**config.mk**
```make
export PLATFORM = sky130hd
export DESIGN_NAME = fsm_sequencer
export DESIGN_NICKNAME = d
export VERILOG_FILES = /design/src/rtl/fsm_sequencer.sv
export SDC_FILE = /design/constraint.sdc
export NUM_CORES = 1
export LEC_CHECK = 0
export ABC_AREA = 1
export BUFFER_PORTS_ARGS = -buffer_cell sky130_fd_sc_hd__clkbuf_2
export CAP_MARGIN = 15
export CORE_MARGIN = 4
export CORE_UTILIZATION = 55
export DETAILED_ROUTE_END_ITERATION = 10
export HOLD_SLACK_MARGIN = 0.02
export PLACE_DENSITY = 0.89
export SYNTH_ARGS = -nofsm -noshare
export SYNTH_HDL_FRONTEND = slang
export SYNTH_SLANG_ARGS = --single-unit
```
**constraint.sdc**
```tcl
create_clock -name aclk -period 4.9 [get_ports aclk]
set_input_delay 0.49 -clock aclk [delete_from_list [all_inputs] [get_ports aclk]]
set_output_delay 0.49 -clock aclk [all_outputs]
set_load 0.05 [all_outputs]
```
**src/rtl/fsm_sequencer.sv**
```systemverilog
// Parametrised state sequencer: walks states 1..NB_STATES-1 with a programmable dwell,
// one-shot or wrap, synchronous halt; every transition is offered on a drop-not-stall event port.
module fsm_sequencer #(
   parameter int NB_STATES = 7,
   parameter int DWELL_W   = 8,
   localparam int SW       = $clog2(NB_STATES)
) (
   input  logic               aclk,
   input  logic               areset,
   input  logic               start,
   input  logic               halt,
   input  logic [DWELL_W-1:0] cfg_dwell,
   input  logic               cfg_wrap,
   output logic [SW-1:0]      state,
   output logic               busy,
   output logic               done,
   output logic               evt_valid,
   input  logic               evt_ready,
   output logic [SW-1:0]      evt_state,
   output logic [SW-1:0]      evt_prev,
   output logic [7:0]         drop_cnt
);

   generate
      if (NB_STATES < 3 || NB_STATES > 256) begin : g_bad_nb_states
         $error("fsm_sequencer: NB_STATES must be in 3..256");
      end
   endgenerate

   localparam logic [SW-1:0] IDLE  = '0;
   localparam logic [SW-1:0] FIRST = SW'(1);
   localparam logic [SW-1:0] LAST  = SW'(NB_STATES - 1);

   logic [DWELL_W-1:0] cnt;
   logic [DWELL_W-1:0] cnt_nxt;
   logic [DWELL_W-1:0] reload;
   logic [SW-1:0]      state_nxt;
   logic               done_nxt;

   // A dwell of 0 behaves as 1, so both load a counter value of 0.
   assign reload = (cfg_dwell == '0) ? '0 : cfg_dwell - DWELL_W'(1);

   always_comb begin
      state_nxt = state;
      cnt_nxt   = cnt;
      done_nxt  = 1'b0;
      if (state == IDLE) begin
         if (start && !halt) begin
            state_nxt = FIRST;
            cnt_nxt   = reload;
         end
      end else if (halt) begin
         state_nxt = IDLE;
         cnt_nxt   = '0;
      end else if (cnt == '0) begin
         if (state != LAST) begin
            state_nxt = state + FIRST;
            cnt_nxt   = reload;
         end else if (cfg_wrap) begin
            state_nxt = FIRST;
            cnt_nxt   = reload;
         end else begin
            state_nxt = IDLE;
            cnt_nxt   = '0;
            done_nxt  = 1'b1;
         end
      end else begin
         cnt_nxt = cnt - DWELL_W'(1);
      end
   end

   always_ff @(posedge aclk or posedge areset) begin
      if (areset) begin
         state     <= IDLE;
         cnt       <= '0;
         busy      <= 1'b0;
         done      <= 1'b0;
         evt_valid <= 1'b0;
         evt_state <= '0;
         evt_prev  <= '0;
         drop_cnt  <= '0;
      end else begin
         state <= state_nxt;
         cnt   <= cnt_nxt;
         busy  <= (state_nxt != IDLE);
         done  <= done_nxt;
         if (state_nxt != state) begin
            // A held event is never overwritten; the newcomer is counted as lost instead.
            if (!evt_valid || evt_ready) begin
               evt_valid <= 1'b1;
               evt_state <= state_nxt;
               evt_prev  <= state;
            end else if (drop_cnt != 8'hFF) begin
               drop_cnt <= drop_cnt + 8'd1;
            end
         end else if (evt_valid && evt_ready) begin
            evt_valid <= 1'b0;
         end
      end
   end

endmodule

```
==> results of run 1 <==
## cells by family (layout without fill, tap and decap cells)
| family | Yosys count | in the layout | share of synthesized area, % |
|---|---|---|---|
| flip-flops | 28 | 28 | 37.81 |
| buffers and inverters | 33 | 68 | 7.495 |
| AND/OR/NAND/NOR | 131 | 131 | 36.46 |
| AO/OA/AOI/OAI | 33 | 33 | 10.13 |
| XOR/XNOR | 10 | 10 | 4.726 |
| adder cells (fa/ha/maj) | 5 | 5 | 3.376 |
## cells in the mapped netlist, drive strengths merged
master	n	share of area, %
o31ai	2	0.81
o22ai	1	0.34
nand2	66	15
nand3	35	10
o211ai	1	0.41
or3	1	0.34
ha	5	3.4
a21oi	8	2.2
o21bai	1	0.41
nor3	6	1.6
nand4	2	1.0
dfrtp	28	38
xnor2	4	1.9
nor3b	1	0.41
a22o	1	0.47
a31oi	1	0.68
xor2	6	2.8
nor2	20	8.1
buf	3	1.3
o21ai	18	4.9
inv	30	6.2
## per-layer routing
| metal | up-vias | share of wire [%] | wire, microns | GRT usage, % |
|---|---|---|---|---|
| li1 | 860 | - | - | - |
| met1 | 742 | 46 | 1717 | 24.35 |
| met2 | 46 | 47 | 1789 | 31.04 |
| met3 | 7 | 5.9 | 223 | 3.571 |
| met5 | - | 0 | 0 | 0 |
| met4 | 0 | 1.0 | 38 | 5.330 |
## area by class of cell
class                      instances  area [sq um]  area share, %
multi-input combinational        179          1013          47.59
sequential                        28         700.7          32.90
timing repair buffer              34         192.7          9.048
inverter                          30         115.1          5.405
tap                               44         55.05          2.585
clock inverter                     1         30.03          1.410
clock buffer                       3         22.52          1.058
## final timing paths
check                                           to  slack [ns]
setup reg to reg           drop_cnt[2]$_DFFE_PP0P_        2.96
setup / recovery           drop_cnt[2]$_DFFE_PP0P_        2.96
max in group asynchronous  drop_cnt[1]$_DFFE_PP0P_        4.48
min in group aclk                   done$_DFF_PP0_        0.37
hold / removal                  cnt[0]$_DFFE_PP0P_        0.04
hold reg to reg            evt_prev[1]$_DFFE_PP0P_        0.49
## state kept, by name, indices dropped and copies added, names as in the netlist
signal and flops:
busy 1, state 3, evt_state 3, done 1
cnt 8, evt_prev 3, evt_valid 1, drop_cnt 8
## through the flow
step,std cells,cell area [sq um],utilization [%]
2_1_floorplan,240,1853,-
5_1_grt,319,2130,68.08
3_3_place_gp,314,2049,65.52
3_5_place_dp,314,2049,65.52
4_1_cts,318,2102,67.20
6_report,319,2130,68.08
## power by group
part	switching (uW)	total [uW]	internal, uW
logic	446	634	187
registers	69.3	368	299
clock network	67.6	150	82.8
==> impl_metrics.json, run 1 <==
{
  "ctsResizeCount": 0,
  "grt_usage_pct": 18.55,
  "fillCellCount": 250,
  "synth.distinct_cells": 34,
  "cts.htree.levels": 1,
  "total_power_uw": 1152,
  "cts_tree": "yes",
  "hpwl_microns": 2860,
  "rsz0062_at_grt": "no",
  "mostFrequentLayoutCell": "nand2_1",
  "num_vias": 1655,
  "grt_overflow_total": 0,
  "crit_cells": 13,
  "setup_tns_ns": 0,
  "powerDensity_nw_per_um2": 541.0,
  "ys_seq_elements": 28,
  "critical_path.max_stage_delay_ns": 0.38,
  "crit_path_frequent_cell": "nand2_1",
  "clock_sinks": 28,
  "wl_per_cell_microns": 11.81,
  "clk_latency_ns": 0.33,
  "startpoint_type": "flip-flop",
  "worstSetupEndpointType": "flip-flop",
  "clockBufferDepth": 2,
  "port_buffers": 33,
  "critical_path.slowest_cell": "dfrtp_1",
  "status": "complete, no violations",
  "crit_family": "simple AND/OR/NAND/NOR gates",
  "period_minus_slack_ns": 1.938,
  "clockRootBuffer": "clkbuf_4",
  "numCtsBuffers": 3,
  "syn_nets": 259,
  "die_h_microns": 66.05,
  "rr_worst_depth": 13,
  "areaGrowthSynthToFinish_pct": 14.92,
  "synth_warnings": 0,
  "die_x_microns": 66.05,
  "relSlewSlack_pct": 69.20,
  "cts_setup_buffers": 0,
  "path_cells": "inv_1 > ha_1 > nand2_2 > nor2_8 > nand3_1 > nand2_1 > nand2_1 > nand2_2 > nor2_4 > nand3_4 > nand2_2 > nand2_1 > nand2_1",
  "worstPathArrival_ns": 2.16,
  "path_class": "reg -> reg",
  "core_sq_um": 3128,
  "finalSetupViolCount": 0,
  "layout-drive-gt1-share_pct": 24.36,
  "syn_area_per_cell_sq_um": 7.721,
  "cp.buffers_inverters": 1,
  "place_congestion": 0.9229,
  "final_cell_mix": "nand2_1, nand3_1, clkbuf_2, dfrtp_1, inv_1",
  "hold_viol_final": 0,
  "start_util_pct": 59.24,
  "skew_ns": 0.01234,
  "fin_crit_sh_pct": 39.55,
  "ant_nets": 0,
  "worstMarginPinSlew_ns": 0.4605,
  "syn_area_sq_um": 1853,
  "maxClockFrequency_ghz": 0.5160,
  "antenna_found_initial": 0,
  "num-nets-final": 295,
  "grt_max_degree": 29,
  "boundaryPins": 34,
  "rows": 20,
  "crit_start": "cnt[0]$_DFFE_PP0P_",
  "p_leak_uw": 0.001145,
  "ir_worst_vdd_v": 0.0003423,
  "drv_cap": 0,
  "die_area_sq_um": 4362,
  "grt_pass1_wl_microns": 6348,
  "postSynthCellCount": 240,
  "hold_path.class": "in -> async",
  "drt_pass1_iterations": 4,
  "hold_buffers": 0,
  "path_clk_slew_ns": 0.14,
  "slew_viol_final": 0,
  "whs_ns": 0.03565,
  "r2r-start": "cnt[0]$_DFFE_PP0P_",
  "worstPathRequired_ns": 5.12,
  "first_iter_violations": 185,
  "ys_seq_area_share_pct": 37.81,
  "drc": 0,
  "place_ws_ns": 3.014,
  "via_per_inst": 5.188,
  "grt_pass1_vias": 1507,
  "totalWireLength_microns": 3767,
  "layout_setup_ws_ns": 2.962,
  "cp_max_fo": 16,
  "antenna_cells": 0
}
Power figures use the tool's default switching activity.
==> run 2, diff against run 1 <==
- clock period: 4.9 -> 1.8 ns (I/O delays scaled with it)
==> run 2 against run 1 <==
Effect of this change: via count is 12% higher; first-iteration DRC count grew 2.2%; sequential cell count is the same; the flow now finishes with violations (setup timing); largest power group unchanged; sequential share of layout area decreased by 3.0 points; clock power increased by 110%; sequential power grew to 2.7 times the previous value; fmax increased by 6.9%; register-to-register slack lost 3.0 ns; wire length rose by 28%.
==> impl_metrics.json, run 2 (synthesized netlist as in run 1, its figures left out) <==
{
  "status": "complete, but fails checks",
  "violations": "setup timing",
  "mostFrequentLayoutCell": "nand2_1",
  "areaGrowthSynthToFinish_pct": 27.62,
  "hpwl_microns": 3097,
  "die_x_microns": 66.05,
  "skew_ns": 0.003798,
  "first_iter_violations": 189,
  "rows": 20,
  "rsz0062_at_grt": "yes",
  "drv_cap": 0,
  "maxClockFrequency_ghz": 0.5514,
  "grt_pass1_wl_microns": 7169,
  "antenna_cells": 0,
  "whs_path_depth": 2,
  "port_buffers": 33,
  "hold_viol_final": 0,
  "fin_cells": 340,
  "worstMarginPinSlew_ns": 0.3971,
  "r2r-start": "cnt[1]$_DFFE_PP0P_",
  "dp.cells": 322,
  "drc": 0,
  "place_congestion": 0.8515,
  "layout-drive-gt1-share_pct": 36.49,
  "boundaryPins": 34,
  "core_sq_um": 3128,
  "relSlewSlack_pct": 73.46,
  "path_clk_slew_ns": 0.15,
  "grt_max_degree": 29,
  "rr_worst_depth": 11,
  "num-nets-final": 316,
  "grt_overflow_total": 0,
  "numCtsBuffers": 3,
  "period_minus_slack_ns": 1.813,
  "hold_path_startpoint": "halt",
  "fin_crit_sh_pct": 100.7,
  "startpoint_type": "flip-flop",
  "num_vias": 1859,
  "cp_max_fo": 7,
  "drt_pass1_iterations": 4,
  "totalWireLength_microns": 4828,
  "reg2reg_slack_ns": -0.01,
  "cts.htree.levels": 1,
  "die_area_sq_um": 4362,
  "hold_end": "done$_DFF_PP0_",
  "post-route-util_pct": 75.60,
  "path_class": "reg -> reg",
  "grt_usage_pct": 20.46,
  "crit_start": "cnt[1]$_DFFE_PP0P_",
  "clockRootBuffer": "clkbuf_4",
  "worstSetupEndpointType": "flip-flop",
  "clockBufferDepth": 2,
  "ant_nets": 0,
  "clock_sinks": 28,
  "layout_setup_ws_ns": -0.01345,
  "finalSetupViolCount": 1,
  "hold_path.class": "in -> reg",
  "reg.largest.list": "cnt x8, drop_cnt x8",
  "cts_tree": "yes",
  "via_per_inst": 5.468,
  "worstPathRequired_ns": 2.04,
  "place_ws_ns": 0.0004408,
  "powerDensity_nw_per_um2": 1538,
  "grt_pass1_vias": 1693,
  "r2r-end": "evt_state[0]$_DFFE_PP0P_",
  "clk_latency_ns": 0.33,
  "start_util_pct": 59.24,
  "ir_worst_vdd_v": 0.0007347,
  "total_power_uw": 3636,
  "final_cell_mix": "nand2_1, clkbuf_2, nand3_1, dfrtp_1, inv_1",
  "worstPathArrival_ns": 2.06,
  "slew_viol_final": 0,
  "antenna_found_initial": 0,
  "p_leak_uw": 0.001276,
  "die_h_microns": 66.05,
  "wl_per_cell_microns": 14.20
}
## run 2: changes by cell type in the layout (fill, tap and decap cells not counted), sizes merged
cell	previous run	this run
bufinv	1	0
clkbuf	36	37
buf	1	21
dlygate4sd3	0	1
## run 2: layout make-up
cell class,instances,area [sq um]
repair buffers,55,344.1
inverters,30,117.6
flip-flops and latches,28,706.9
multi-input cells,179,1105
fillers,214,763.2
well taps,44,55.05
clock buffers,4,36.28
## run 2: through the flow
stage	TNS, ns	hold slack [ns]	area (sq um)
6_report	-0.01345	0.06763	2365
5_1_grt	-1.228	0.06874	2365
4_1_cts	0	0.06724	2187
3_5_place_dp	0	0.2406	2113
3_3_place_gp	0	0.2409	2113
2_1_floorplan	0	0.2452	1857
## run 2: what timing repair did
action	CTS	global route
gates cloned	0	0
endpoints found under the hold margin	28	0
gates resized for setup	1	28
endpoints found under the setup margin	14	19
pin swaps	1	10
hold buffers	1	0
buffers inserted	3	10
## run 2: power by group
group / total (uW) / switching, uW / internal [uW]
sequential: 989 / 169 / 820
clock: 319 / 195 / 124
combinational: 2330 / 1510 / 818
## run 2: critical path, cell delays in order (launching register included)
cell and delay (ns):
dfrtp_1 0.39, inv_1 0.11, ha_4 0.16, nand2_4 0.07
o21ai_2 0.22, nand3_2 0.13, nand2_2 0.10, nand3_2 0.10
nand3_4 0.18, nand2_4 0.11, nand2_1 0.09, nand2_1 0.05
## run 2: how the worst max path moves through the flow
| stage | slack [ns] | cells past startpoint | to |
|---|---|---|---|
| floorplan | 0.02 | 7 | drop_cnt[2]$_DFFE_PP0P_ |
| finish | -0.01 | 11 | evt_state[0]$_DFFE_PP0P_ |
| detailed placement | 0.0004 | 11 | drop_cnt[0]$_DFFE_PP0P_ |
| CTS | 0.03 | 13 | evt_prev[0]$_DFFE_PP0P_ |
| global placement | 0.07 | 13 | drop_cnt[5]$_DFFE_PP0P_ |
| global route | -0.1 | 11 | drop_cnt[5]$_DFFE_PP0P_ |
## run 2: routing by layer
layer  vias up  GRT usage, %  share of wire, %
li1        903             -                 -
met2        66         36.05                51
met5         -             0                 0
met1       884         26.62                42
met4         0         2.792               1.3
met3         6         3.912               6.4
